<file path="src/rtl/mem_pkg.sv">
// Shared types and defaults for the mem_access load/store unit.
// Holds the FSM state type plus an illegal-operation decode used at accept time.
package mem_pkg;

  localparam int unsigned DefaultN       = 64;
  localparam int unsigned DefaultTimeout = 16;

  typedef enum logic [1:0] {
    StIdle,
    StReq,
    StWait,
    StDone
  } state_e;

  // Conflicting flags, or any memory access that is not 8-byte aligned.
  function automatic logic is_bad_op(input logic rd, input logic wr, input logic [2:0] lo);
    return (rd && wr) || ((rd || wr) && (lo != 3'b000));
  endfunction

endpackage

</file>
<file path="src/rtl/mem_access_if.sv">
// Execute-stage, data-memory and writeback signals of the mem_access unit.
// The slave modport is the unit itself; master is the surrounding pipeline and memory.
interface mem_access_if
  import mem_pkg::*;
#(
  parameter int unsigned N = DefaultN
);

  logic         ex_valid;
  logic         ex_ready;
  logic [N-1:0] ex_addr;
  logic [N-1:0] ex_wdata;
  logic         ex_memread;
  logic         ex_memwrite;

  logic         dm_req;
  logic         dm_we;
  logic [N-1:0] dm_addr;
  logic [N-1:0] dm_wdata;
  logic         dm_gnt;
  logic         dm_rvalid;
  logic [N-1:0] dm_rdata;

  logic         wb_valid;
  logic         wb_err;
  logic [N-1:0] wb_data;
  logic         wb_ready;

  modport slave (
    input  ex_valid, ex_addr, ex_wdata, ex_memread, ex_memwrite,
    output ex_ready,
    output dm_req, dm_we, dm_addr, dm_wdata,
    input  dm_gnt, dm_rvalid, dm_rdata,
    output wb_valid, wb_err, wb_data,
    input  wb_ready
  );

  modport master (
    output ex_valid, ex_addr, ex_wdata, ex_memread, ex_memwrite,
    input  ex_ready,
    input  dm_req, dm_we, dm_addr, dm_wdata,
    output dm_gnt, dm_rvalid, dm_rdata,
    input  wb_valid, wb_err, wb_data,
    output wb_ready
  );

endinterface

</file>
<file path="src/rtl/mem_timer.sv">
// Cycle counter bounding the time an access may spend waiting on memory.
// expired is high in the cycle whose edge brings the count to TIMEOUT (or beyond).
module mem_timer #(
  parameter  int unsigned TIMEOUT = 16,
  localparam int unsigned W       = $clog2(TIMEOUT + 1)
) (
  input  logic clk,
  input  logic reset,
  input  logic clear,
  input  logic enable,
  output logic expired
);

  localparam logic [W-1:0] Last  = W'(TIMEOUT - 1);
  localparam logic [W-1:0] Limit = W'(TIMEOUT);

  logic [W-1:0] cnt_q;

  // Saturate so a long wait can never wrap back below the limit.
  always_ff @(posedge clk or negedge reset) begin
    if (!reset) begin
      cnt_q <= '0;
    end else if (clear) begin
      cnt_q <= '0;
    end else if (enable && (cnt_q != Limit)) begin
      cnt_q <= cnt_q + 1'b1;
    end
  end

  assign expired = enable && (cnt_q >= Last);

endmodule

</file>
<file path="src/rtl/mem_access.sv">
// Memory-access pipeline stage: issues one aligned load/store at a time to data memory,
// passes ALU results through, flags illegal or timed-out accesses to writeback.
module mem_access
  import mem_pkg::*;
#(
  parameter int unsigned N       = DefaultN,
  parameter int unsigned TIMEOUT = DefaultTimeout
) (
  input logic         clk,
  input logic         reset,
  mem_access_if.slave bus
);

  state_e       state_q, state_d;
  logic [N-1:0] addr_q, wdata_q;
  logic         rd_q, wr_q;
  logic [N-1:0] wb_data_q, wb_data_d;
  logic         wb_err_q, wb_err_d;
  logic         accept;
  logic         timer_en;
  logic         expired;

  assign accept   = bus.ex_valid && (state_q == StIdle);
  assign timer_en = (state_q == StReq) || (state_q == StWait);

  mem_timer #(
    .TIMEOUT(TIMEOUT)
  ) u_timer (
    .clk    (clk),
    .reset  (reset),
    .clear  (accept),
    .enable (timer_en),
    .expired(expired)
  );

  always_ff @(posedge clk or negedge reset) begin
    if (!reset) begin
      addr_q  <= '0;
      wdata_q <= '0;
      rd_q    <= 1'b0;
      wr_q    <= 1'b0;
    end else if (accept) begin
      addr_q  <= bus.ex_addr;
      wdata_q <= bus.ex_wdata;
      rd_q    <= bus.ex_memread;
      wr_q    <= bus.ex_memwrite;
    end
  end

  always_ff @(posedge clk or negedge reset) begin
    if (!reset) begin
      state_q   <= StIdle;
      wb_data_q <= '0;
      wb_err_q  <= 1'b0;
    end else begin
      state_q   <= state_d;
      wb_data_q <= wb_data_d;
      wb_err_q  <= wb_err_d;
    end
  end

  // Completion (gnt/rvalid) is checked before expiry so it wins in the final cycle.
  always_comb begin
    state_d   = state_q;
    wb_data_d = wb_data_q;
    wb_err_d  = wb_err_q;
    case (state_q)
      StIdle: begin
        if (bus.ex_valid) begin
          if (is_bad_op(bus.ex_memread, bus.ex_memwrite, bus.ex_addr[2:0])) begin
            state_d   = StDone;
            wb_data_d = '0;
            wb_err_d  = 1'b1;
          end else if (bus.ex_memread || bus.ex_memwrite) begin
            state_d = StReq;
          end else begin
            state_d   = StDone;
            wb_data_d = bus.ex_addr;
            wb_err_d  = 1'b0;
          end
        end
      end
      StReq: begin
        if (bus.dm_gnt) begin
          if (wr_q) begin
            state_d   = StDone;
            wb_data_d = '0;
            wb_err_d  = 1'b0;
          end else begin
            state_d = StWait;
          end
        end else if (expired) begin
          state_d   = StDone;
          wb_data_d = '0;
          wb_err_d  = 1'b1;
        end
      end
      StWait: begin
        if (bus.dm_rvalid) begin
          state_d   = StDone;
          wb_data_d = bus.dm_rdata;
          wb_err_d  = 1'b0;
        end else if (expired) begin
          state_d   = StDone;
          wb_data_d = '0;
          wb_err_d  = 1'b1;
        end
      end
      StDone: begin
        if (bus.wb_ready) begin
          state_d = StIdle;
        end
      end
      default: state_d = StIdle;
    endcase
  end

  assign bus.ex_ready = (state_q == StIdle);
  assign bus.dm_req   = (state_q == StReq);
  assign bus.dm_we    = (state_q == StReq) && wr_q;
  assign bus.dm_addr  = addr_q;
  assign bus.dm_wdata = wdata_q;
  assign bus.wb_valid = (state_q == StDone);
  assign bus.wb_err   = wb_err_q;
  assign bus.wb_data  = wb_data_q;

  a_req_stable: assert property (@(posedge clk) disable iff (!reset)
    bus.dm_req && !bus.dm_gnt && !expired |=>
      bus.dm_req && $stable(bus.dm_addr) && $stable(bus.dm_wdata) && $stable(bus.dm_we));

  a_wb_stable: assert property (@(posedge clk) disable iff (!reset)
    bus.wb_valid && !bus.wb_ready |=>
      bus.wb_valid && $stable(bus.wb_data) && $stable(bus.wb_err));

endmodule
</file>
<file path="src/flat_wrapper.sv">
// flat-port wrapper written by rule: the top's interface ports become plain ports
module mem_access_flat import mem_pkg::*;
#(
  parameter int unsigned N       = DefaultN,
  parameter int unsigned TIMEOUT = DefaultTimeout
)
  (clk, reset, bus_ex_valid, bus_ex_addr, bus_ex_wdata, bus_ex_memread, bus_ex_memwrite, bus_ex_ready, bus_dm_req, bus_dm_we, bus_dm_addr, bus_dm_wdata, bus_dm_gnt, bus_dm_rvalid, bus_dm_rdata, bus_wb_valid, bus_wb_err, bus_wb_data, bus_wb_ready);
  mem_access_if #(.N(N)) bus_i ();
  input logic clk;
  input logic reset;
  input wire logic [$bits(bus_i.ex_valid)-1:0] bus_ex_valid;
  input wire logic [$bits(bus_i.ex_addr)-1:0] bus_ex_addr;
  input wire logic [$bits(bus_i.ex_wdata)-1:0] bus_ex_wdata;
  input wire logic [$bits(bus_i.ex_memread)-1:0] bus_ex_memread;
  input wire logic [$bits(bus_i.ex_memwrite)-1:0] bus_ex_memwrite;
  output wire logic [$bits(bus_i.ex_ready)-1:0] bus_ex_ready;
  output wire logic [$bits(bus_i.dm_req)-1:0] bus_dm_req;
  output wire logic [$bits(bus_i.dm_we)-1:0] bus_dm_we;
  output wire logic [$bits(bus_i.dm_addr)-1:0] bus_dm_addr;
  output wire logic [$bits(bus_i.dm_wdata)-1:0] bus_dm_wdata;
  input wire logic [$bits(bus_i.dm_gnt)-1:0] bus_dm_gnt;
  input wire logic [$bits(bus_i.dm_rvalid)-1:0] bus_dm_rvalid;
  input wire logic [$bits(bus_i.dm_rdata)-1:0] bus_dm_rdata;
  output wire logic [$bits(bus_i.wb_valid)-1:0] bus_wb_valid;
  output wire logic [$bits(bus_i.wb_err)-1:0] bus_wb_err;
  output wire logic [$bits(bus_i.wb_data)-1:0] bus_wb_data;
  input wire logic [$bits(bus_i.wb_ready)-1:0] bus_wb_ready;
  assign bus_i.ex_valid = bus_ex_valid;
  assign bus_i.ex_addr = bus_ex_addr;
  assign bus_i.ex_wdata = bus_ex_wdata;
  assign bus_i.ex_memread = bus_ex_memread;
  assign bus_i.ex_memwrite = bus_ex_memwrite;
  assign bus_ex_ready = bus_i.ex_ready;
  assign bus_dm_req = bus_i.dm_req;
  assign bus_dm_we = bus_i.dm_we;
  assign bus_dm_addr = bus_i.dm_addr;
  assign bus_dm_wdata = bus_i.dm_wdata;
  assign bus_i.dm_gnt = bus_dm_gnt;
  assign bus_i.dm_rvalid = bus_dm_rvalid;
  assign bus_i.dm_rdata = bus_dm_rdata;
  assign bus_wb_valid = bus_i.wb_valid;
  assign bus_wb_err = bus_i.wb_err;
  assign bus_wb_data = bus_i.wb_data;
  assign bus_i.wb_ready = bus_wb_ready;
  mem_access #(.N(N), .TIMEOUT(TIMEOUT)) u_core (.clk(clk), .reset(reset), .bus(bus_i));
endmodule
</file>
<file path="config.mk">
export PLATFORM = sky130hd
export DESIGN_NAME = mem_access_flat
export DESIGN_NICKNAME = d
export VERILOG_FILES = /design/src/rtl/mem_pkg.sv /design/src/rtl/mem_access_if.sv /design/src/rtl/mem_timer.sv /design/src/rtl/mem_access.sv /design/src/flat_wrapper.sv
export SDC_FILE = /design/constraint.sdc
export NUM_CORES = 1
export LEC_CHECK = 0
export CAP_MARGIN = 20
export CORE_AREA = 3 3 154 156
export CTS_CLUSTER_SIZE = 24
export DETAILED_ROUTE_END_ITERATION = 8
export DIE_AREA = 0 0 157 159
export PLACE_DENSITY_LB_ADDON = 0.12
export SYNTH_ARGS = -nofsm -noshare
export SYNTH_HDL_FRONTEND = slang
export SYNTH_SLANG_ARGS = --single-unit
</file>
<file path="constraint.sdc">
create_clock -name clk -period 5.27 [get_ports clk]
set_input_delay 1.054 -clock clk [delete_from_list [all_inputs] [get_ports clk]]
set_output_delay 1.054 -clock clk [all_outputs]
set_load 0.02 [all_outputs]
</file>
# Word-level counts from Yosys, hierarchy flattened
# Index checks and enable logic that the tools add are counted.
[totals] regBits=201 latchBits=0 ram_bits=0 mem_bits_ro=0 out_inout_bits=197 memories=0
[op_classes] add_sub_neg=1 n_mul=0 n_div=0 order_cmp=1 n_eq_ne=8 shift=0 n_mux=27 n_bitwise=0 reduce_logical=15
[op_table] operator="two-way mux 64 bit" n=7
[op_table] operator="one-hot mux 64 bit (3 select lines)" n=1
[op_table] operator="two-way mux 2 bit" n=7
[op_table] operator="two-way mux 5 bit" n=2
[op_table] operator="two-way mux 1 bit" n=8
[op_table] operator="one-hot mux 2 bit (4 select lines)" n=1
[op_table] operator="logical AND 1 bit" n=6
[op_table] operator="nonzero test 3 bit" n=2
[op_table] operator="adder 5 x 1 -> 5 bit (second input constant)" n=1
[op_table] operator="greater-or-equal comparator 5 x 4 -> 1 bit (second input constant)" n=1
[op_table] operator="!= test 5 bit (second input constant)" n=1
[op_table] operator="equality test 2 bit (second input constant)" n=2
[op_table] operator="AND reduction 4 bit" n=1
[op_table] operator="logical OR 1 bit" n=3
[op_table] operator="!= test 3 x 2 -> 1 bit (second input constant)" n=1
[op_table] operator="!= test 3 bit (second input constant)" n=1
[op_table] operator="one-hot mux 1 bit (3 select lines)" n=1
[op_table] operator="equality test 2 x 1 -> 1 bit (second input constant)" n=1
[op_table] operator="logical NOT 2 bit" n=1
[op_table] operator="!= test 2 x 1 -> 1 bit (second input constant)" n=1
[op_table] operator="!= test 2 bit (second input constant)" n=1
[op_table] operator="AND reduction 2 bit" n=1
[op_table] operator="nonzero test 2 bit" n=1

# Longest topological paths before layout
# Gate-level depths: netlist of run 1.
[depth] depth_word=6 ltp_mapped=9 depth_no_buf=7

# By module
# A second synthesis of run 1 with hierarchy kept.
[hier_totals] cells_unflattened=932 hier_area_um2=10213.5
[by_module_without_submodules] mod="mem_access" instances=1 cells_each=899 area_each_um2=9903.2 seq_area_each_um2=4904.7
[by_module_without_submodules] mod="mem_timer" instances=1 cells_each=33 area_each_um2=310.3 seq_area_each_um2=125.1

# Least setup slack after synthesis of run 1
# Ideal clock, no wire load.
[synth_timing] kind="flip-flop to output port" from="register u_core.state_q[1]" to="output port bus_dm_we" arrival_time_ps=1139 slack_ps=3077 path_stages_with_launch=4 path_buffers=0 cell_sequence="dfrtp_1 > inv_1 > ha_1 > and2_1"
[synth_via] elab_chain_cells=2
[synth_lines] element="from (decl)" line_no="mem_access.sv:14" text="state_e state_q, state_d;"
[synth_lines] element="from (signal assigned)" line_no="mem_access.sv:52" text="state_q <= StIdle;"
[synth_lines] element="from (signal assigned)" line_no="mem_access.sv:56" text="state_q <= state_d;"
[synth_lines] element="equality test 2 x 1 -> 1 bit"
[synth_lines] element="named net bus_dm_req" line_no="flat_wrapper.sv:17" text="output wire logic [$bits(bus_i.dm_req)-1:0] bus_dm_req;"
[synth_lines] element="logical AND 1 bit" line_no="mem_access.sv:120" text="assign bus.dm_we = (state_q == StReq) && wr_q;"
[synth_lines] element="to (decl)" line_no="flat_wrapper.sv:18" text="output wire logic [$bits(bus_i.dm_we)-1:0] bus_dm_we;"
# The timed path passes the listed nets, and every way through them passes these cells.

# Worst setup path in the final report of run 1
[layout_timing] from="register u_core.state_q[1]" to="output port bus_dm_we"
[layout_via] elab_chain_cells=2
[layout_lines] element="equality test 2 x 1 -> 1 bit" line_no="mem_access.sv:120"
[layout_lines] element="logical AND 1 bit" line_no="mem_access.sv:120"
# Every way passes these cells.

==> impl_summary.md, run 1 <==
Floorplanning
The floorplan row count is 55. The starting density of the core is 0.368. The die covers between 20,000 and 25,000 sq um. about 400 I/O pins were placed. The horizontal extent of the die is ~160 um. The die span in y is 159 um. After floorplanning, the core was sized to cover 22,500 sq um.

Setup path
The capturing element type of the critical path is a primary output. The critical path goes through inv_1 > ha_1 > and2_1 > clkdlybuf4s50_1. The longest individual stage delay on the worst path is 620 ps. The worst setup path is of the reg -> out kind. The worst setup path is launched from a flip-flop. Along the worst path, the maximum fanout reaches 6. The kind of cell with the highest combined delay on the critical path is buffers and inverters. The data required time of the critical path is around 4200 ps. The cell at the slowest stage of the critical path is sky130_fd_sc_hd__clkdlybuf4s50_1. The number of buffers and inverters on the critical path is 2. The arrival time at the worst endpoint is around 2200 ps.

Synth
By count the netlist is led by sky130_fd_sc_hd__nand2_1, sky130_fd_sc_hd__dfrtp_1, sky130_fd_sc_hd__a22oi_1, sky130_fd_sc_hd__o2bb2ai_1, sky130_fd_sc_hd__clkbuf_1. The cell type with the largest total area after synthesis is sky130_fd_sc_hd__dfrtp_1. The count of cell types in the netlist is 35. The proportion of register bits with asynchronous set or reset after synthesis is 1.00.

Sorting the synthesized cells by area gives the leading types as sky130_fd_sc_hd__dfrtp_1, sky130_fd_sc_hd__nand2_1, sky130_fd_sc_hd__o2bb2ai_1. Of the post-synthesis cell area, the dominant cell type holds 0.607. The mean area per synthesized cell is approximately 9.9 sq um. The number of nets in the synthesized netlist is 1,048. In this run, synthesis inferred 0 flip-flops with an integrated enable. After synthesis the netlist holds a flip-flop and latch count of ~200. The primary flip-flop cell chosen by synthesis mapping is sky130_fd_sc_hd__dfrtp_1. In the synthesized netlist, the number of instances is 841. The share of the Yosys chip area taken by registers is 0.607. The total of warnings raised by yosys is 0.

The mapped netlist covers 8290 sq um. sky130_fd_sc_hd__nand2_1 is the most common cell in the netlist.

Power and ir drop
In this run the power density over the cells is about 600 nW/um^2. The leakage power of the design is between 5 and 6 nW. The worst-case IR drop observed on VDD is ~340 uV. The total power of the final layout is about 7.9 mW.

Global route
The first global-routing pass estimated 45,200 um of wire. The via count of the first global-routing pass is a little under 8,000. For this run, the total global-route usage over all layers was measured as 0.226.

The number of antenna violations at the first check in global routing is 0. The sum of overflow across all layers after global routing is 0. Entering global routing, the biggest net connects around 120 pins.

Clock tree
The number of buffers added by the clock tree synthesis step is 22. Buffers added to address setup during post-CTS repair amount to 0. Counting every sink on the clock net gives roughly 200. TritonCTS built the clock tree. The root cell of the clock tree is sky130_fd_sc_hd__clkbuf_16. The longest clock path from root to sink contains 3 buffers. The number of hold buffers added after CTS was 0.

Post-CTS repair changed the size of 0 cells. Clock latency on the worst-skew pair, taken at its later pin, is 500 ps. In this run the number of H-tree levels came out at 1. Clock-pin slew was measured on the worst setup and hold paths at 60 ps.

Timing
The number of setup violations in the final report is 0. At the pin with the least slew margin, the transition time is between 1000 and 1500 ps. Subtracting the final worst setup slack from the clock period gives 3220 ps. The clock tree skew after final layout is approximately 12 ps. The final total negative setup slack is 0 ps. Headroom to the max-slew limit came out at 0.311. The final period utilization is 0.612. The highest clock frequency the design can meet is 310 MHz. Setup repair after global routing left no endpoint under its margin. The final count of pins violating max slew is 0. The final hold violation count was 0.

Finish
The post-route cell area is about 13,000 sq um. Once layout is complete, the cells apart from fillers number about 1,500. The number of nets in the finished design is between 1,000 and 1,500. The area growth from synthesis to final layout is 58.8%.

The filler cell count is between 2,000 and 2,500. The multi-input combinational cells in the finished layout cover a total of between 2000 and 3000 sq um. For this run, the share of the core covered by cells in the final layout is 0.585. The area taken by flip-flops and latches is just over 5000 sq um. Of the cells placed in the final design, the portion with a size suffix greater than 1 is 0.0448. The number of inserted diodes is 0.

Place
The HPWL reported at the end of detailed placement is ~20,000 um. The placed instance count is 1,476. The total of buffers placed on input and output ports is 396.

The congestion estimate from routability-driven global placement came to a little under 0.8. The cell area reported after detailed placement is roughly 12,000 sq um.

Min path
The path class of the tightest hold or removal check is reg -> reg.

Routing
After detailed routing, the total wire length is 29,100 um. The number of remaining DRC errors is 0. The number of nets still failing antenna checks after routing is 0. Detailed routing inserted a total of 7,452 vias. The first detailed-routing pass took 4 iterations. Dividing the detail-routed wire length by the instance count gives 19.2 um. The initial detailed-routing violation count is 382. The number of vias per cell is about 5.

Run status
The run finished with clean final reports.

Flow run
Across the run, the number of max-cap violations was 0.
==> flip-flops by register name, indices dropped and copies added, names as in the netlist <==
register and cells:
u_core.bus.wb_err 1, u_core.state_q 2, u_core.bus.dm_wdata 64, u_core.bus.dm_addr 64, u_core.u_timer.cnt_q 5, u_core.wr_q 1, u_core.bus.wb_data 64
==> per-stage QoR <==
| stage | hold slack, ps | setup slack, ps |
|---|---|---|
| global route | 491 | 1970 |
| global placement | 457 | 1630 |
| CTS | 476 | 2030 |
| floorplan | 538 | 3080 |
| detailed placement | 461 | 1580 |
| finish | 470 | 2050 |
==> cells by family after synthesis <==
kind of cell               after synthesis  share of synthesized area
AOI/OAI and AO/OA                      146                      0.144
xor gates and xnor gates                 4                    0.00423
adders and majority gates                7                     0.0106
buffers and inverters                   63                     0.0374
DFF                                    201                      0.607
muxes                                    1                    0.00121
and+or+nand+nor                        419                      0.195
==> layout by cell type, fill, tap and decap left out, drive strengths merged <==
cell type,count
a211oi,2
a21o,1
a21oi,2
a22oi,64
a2bb2oi,1
a311oi,1
a41oi,1
and2,2
and2b,1
and3,2
buf,10
bufinv,1
clkbuf,31
clkdlybuf4s50,395
clkinv,6
dfrtp,201
ha,7
inv,7
mux2i,1
nand2,391
nand3,2
nand4,2
nor2,10
nor2b,3
nor3,3
nor3b,3
o211ai,3
o21ai,5
o2bb2ai,64
o311ai,1
o31ai,1
xnor2,1
xor2,3
==> worst reg2reg max path, delay by kind of cell, from the launching register on <==
kind	cells	cell delay [ps]
AOI/OAI and AO/OA	2	780
adders and majority gates	1	430
and+or+nand+nor	2	690
DFF	1	420
buffers and inverters	2	610
==> final timing paths <==
kind | startpoint | slack (ps) | cells past startpoint | end
worst max register to register | u_core.state_q[0] | 2210 | 7 | u_core.bus.wb_err
max in group asynchronous | reset | 3320 | 2 | u_core.bus.wb_data[30]
worst min-delay path | u_core.bus.dm_addr[27] | 470 | 2 | u_core.bus.dm_addr[27]
worst min register to register | u_core.bus.dm_addr[27] | 470 | 2 | u_core.bus.dm_addr[27]
worst max-delay path | u_core.state_q[1] | 2050 | 4 | bus_dm_we
min in group asynchronous | reset | 680 | 1 | u_core.bus.dm_wdata[37]
==> where the power goes <==
part           internal [mW]  switching (mW)
Sequential              2.15           0.345
Clock                  0.933           0.625
Combinational           1.64            2.23
Total                   4.73            3.20
==> final cells by class <==
| class | instances | share of cell area |
|---|---|---|
| inverters | 7 | 0.00200 |
| clock buffers | 30 | 0.0511 |
| clock inverters | 7 | 0.00456 |
| well taps | 285 | 0.0271 |
| flip-flops and latches | 201 | 0.382 |
| multi-input cells | 577 | 0.225 |
| repair buffers | 406 | 0.308 |
==> layer usage <==
layer  track usage  part of all wire  up-vias
met4        0.0621             0.027        0
met3        0.0881              0.12       44
met5             0                 0        -
li1              -                 -     3562
met1         0.289              0.40     3491
met2         0.356              0.46      355
(Power assumes the default switching activity.)
==> inputs of run 2 (changes only) <==
Settings changed: CORE_AREA 3 3 154 156 to not set, CORE_MARGIN set to 3, CORE_UTILIZATION set to 37, DIE_AREA 0 0 157 159 to not set.
Clock period 5.27 ns to 2.7 ns, I/O delays scaled along.
==> impl_summary.md, run 2 (same netlist as run 1, synthesis figures left out) <==
Routing
The met2 wirelength from detailed routing is 13,000 um (-2.8%). Signal routing reaches up to met4. The number of vias per cell is 4.88 (-0.94%). The final routed wire length divided by cell count is 18.4 um (-4.4%). The initial detailed-routing violation count is 376 (-1.6%). The number of remaining DRC errors was 0 (unchanged). The number of nets still failing antenna checks after routing is 0 (unchanged).

The aggregate routed wire length was 28,000 um (-3.8%). The via count is 7,431 (-0.28%). The routed metal-1 wirelength was 11,600 um (+0.24%). The total met3 wirelength after detailed routing is 2720 um (-19%). The number of detailed-route iterations in the first pass is 4 (unchanged).

Power and ir drop
The power per cell area is 1180 nW/um^2 (+95%). The peak supply drop was 730 uV (+120%). The total power of the final layout was 15.8 mW (+99%). The switching power total was 6.26 mW (+96%).

The portion of total power attributed to the clock network is 0.196 (about the same). The internal power is 9.53 mW (+100%). The switching share of power is 0.396 (-0.00691). The power share of the combinational group is 0.496 (+0.008).

The portion of total power attributed to sequential cells came to 0.308 (-0.007). The leakage power of the design is 6.10 nW (+1.8%).

Flow run
The total of max-cap violations is 0 (unchanged).

Finish
The commonest non-fill, non-tap cell in the layout is sky130_fd_sc_hd__clkdlybuf4s50_1. The final standard cell utilization of the core is 0.612 (+0.0277). The fraction of final layout cells sized beyond drive strength 1 came to 0.0564 (+0.0116).

In the layout the commonest cells are sky130_fd_sc_hd__clkdlybuf4s50_1, sky130_fd_sc_hd__nand2_1, sky130_fd_sc_hd__dfrtp_1, sky130_fd_sc_hd__a22oi_1, sky130_fd_sc_hd__o2bb2ai_1. The area growth from synthesis to final layout is 61.8%. The post-route cell area is 13,400 sq um (+1.9%).

The filler cell count is 1,874 (-6.4%). The number of nets in the finished design is 1,434 (+0.84%).

Floorplanning
The I/O pin total is 397 (unchanged). The area of the core was 21,900 sq um (-2.7%). The horizontal extent of the die is 156 um (-0.86%). The starting density of the core came to 0.379 (+0.0103). The die span in y is 156 um (-2.1%). The floorplan row count is 54 (-1.8%).

The area enclosed by the die boundary is 24,200 sq um (-2.9%).

Setup path
The largest fanout on the critical path is 6 (unchanged). In this run the critical register-to-register path is launched from u_core.u_timer.cnt_q[1]. The worst setup path is launched from a flip-flop. The reg2reg setup slack was 540 ps (-1670 ps). The cell at the slowest stage of the critical path is sky130_fd_sc_hd__clkdlybuf4s50_1. The arrival time at the worst endpoint is 2050 ps (-120 ps). The destination of the worst register-to-register timing path is u_core.bus.wb_data[30]. STA classifies the critical path endpoint as a primary output. The longest individual stage delay on the worst path is 620 ps (about the same). The worst reg-to-reg path cell count was 8 (+1). The kind of critical path is reg -> out. The data required time of the critical path is 2160 ps (-2060 ps).

Traced cell by cell, the critical path runs through inv_1 > ha_2 > and2_1 > clkdlybuf4s50_1.

Timing
The worst hold slack is 29.4 ps (-441 ps). The final hold violation count was 0 (unchanged). Setup repair after global routing left no endpoint under its margin. The final count of pins violating max slew is 0 (unchanged). The worst slew margin relative to its limit is 0.576 (+0.265). The number of setup violations in the final report is 0 (unchanged). The final total negative setup slack is 0 ps (unchanged). After layout, the minimum clock period comes to 2590 ps. The highest clock frequency the design can meet is between 300 and 400 MHz. In the finished design, the share of the clock period the worst path needs comes to 0.958. The slew at the pin closest to its max-slew limit came to 631 ps (-403 ps). The clock tree skew after final layout is 12.1 ps (-0.188 ps).

Clock tree
TritonCTS built the clock tree. The root cell of the clock tree is sky130_fd_sc_hd__clkbuf_16. The number of buffers on the longest clock path is 3 (unchanged). The source-to-sink clock delay at the later pin of the worst-skew pair is 500 ps (about the same).

The number of buffers added by the clock tree synthesis step is 23 (+4.5%). The H-tree depth is 1 (unchanged). The number of sinks handled by clock tree synthesis is 201 (unchanged).

The CTS clock-pin slew for the worst setup and hold paths was 60 ps (about the same).

Place
The HPWL reported at the end of detailed placement was 19,800 um (-3.7%). The last weighted congestion value of the routability-driven placer came to 0.835 (+5.3%). The cell area reported after detailed placement is 12,700 sq um (+1.8%). The total of buffers placed on input and output ports was 396 (unchanged).

Global route
The sum of overflow across all layers after global routing came to 0 (unchanged). The number of antenna violations at the first check in global routing was 1 (+1). The via count of the first global-routing pass is 7,593 (-1.2%). The total track usage is 0.220 (-0.00588). The first-pass GRT wire length is 42,800 um (-5.3%). The largest net degree at the start of global routing came to 76 (-36%).

Min path
The path category of the worst min-delay check is in -> async.

Run status
The run finished with clean final reports.
-- run 2: worst max path at each step --
stage | from | end | cells past startpoint
floorplan | u_core.state_q[0] | u_core.bus.wb_data[10] | 7
global placement | bus_ex_addr[0] | u_core.bus.wb_data[29] | 7
detailed placement | bus_ex_addr[0] | u_core.bus.wb_data[30] | 7
CTS | u_core.state_q[0] | bus_ex_ready | 3
global route | u_core.state_q[1] | bus_dm_we | 4
finish | u_core.state_q[1] | bus_dm_we | 4
-- run 2: layout make-up --
| type | count | area, sq um | share of cell area |
|---|---|---|---|
| clock inverter | 12 | 113 | 0.00840 |
| antenna | 1 | 2.50 | 0.000187 |
| timing repair buffer | 417 | 4290 | 0.320 |
| inverter | 7 | 26.3 | 0.00196 |
| sequential | 201 | 5030 | 0.375 |
| tap | 280 | 350 | 0.0261 |
| clock buffer | 28 | 634 | 0.0473 |
| multi-input combinational | 577 | 2960 | 0.221 |
-- run 2: per-layer routing --
| layer | GRT usage | vias to the layer above |
|---|---|---|
| met1 | 0.283 | 3482 |
| li1 | - | 3591 |
| met4 | 0.0596 | 0 |
| met5 | 0 | - |
| met2 | 0.358 | 314 |
| met3 | 0.0746 | 44 |
-- run 2: power by group through the flow --
stage | Sequential (mW) | Combinational [mW] | Clock [mW]
3_5_place_dp | 4.89 | 7.90 | 0
5_1_grt | 5.01 | 8.43 | 3.30
4_1_cts | 4.86 | 7.91 | 3.17
6_report | 4.86 | 7.83 | 3.10
2_1_floorplan | 6.21 | 2.80 | 0
3_3_place_gp | 4.87 | 7.82 | 0
-- run 2: what timing repair did --
item | CTS | global route
setup buffers | 0 | 0
gates resized for setup | 0 | 2
endpoints found under the setup margin | 0 | 2
hold buffers | 0 | 0
-- run 2: critical path: cells and delay by family (launching register included) --
kind,cells,cell delay (ps)
buf+inv,2,730
fa+ha+maj,1,260
simple gates,1,150
flops,1,410
-- run 2: stage by stage --
step                setup WS (ps)  std cells
global placement              143       1482
detailed placement            139       1482
finish                        113       1523
floorplan                     789        841
CTS                          8.56       1522
global route                 7.60       1523
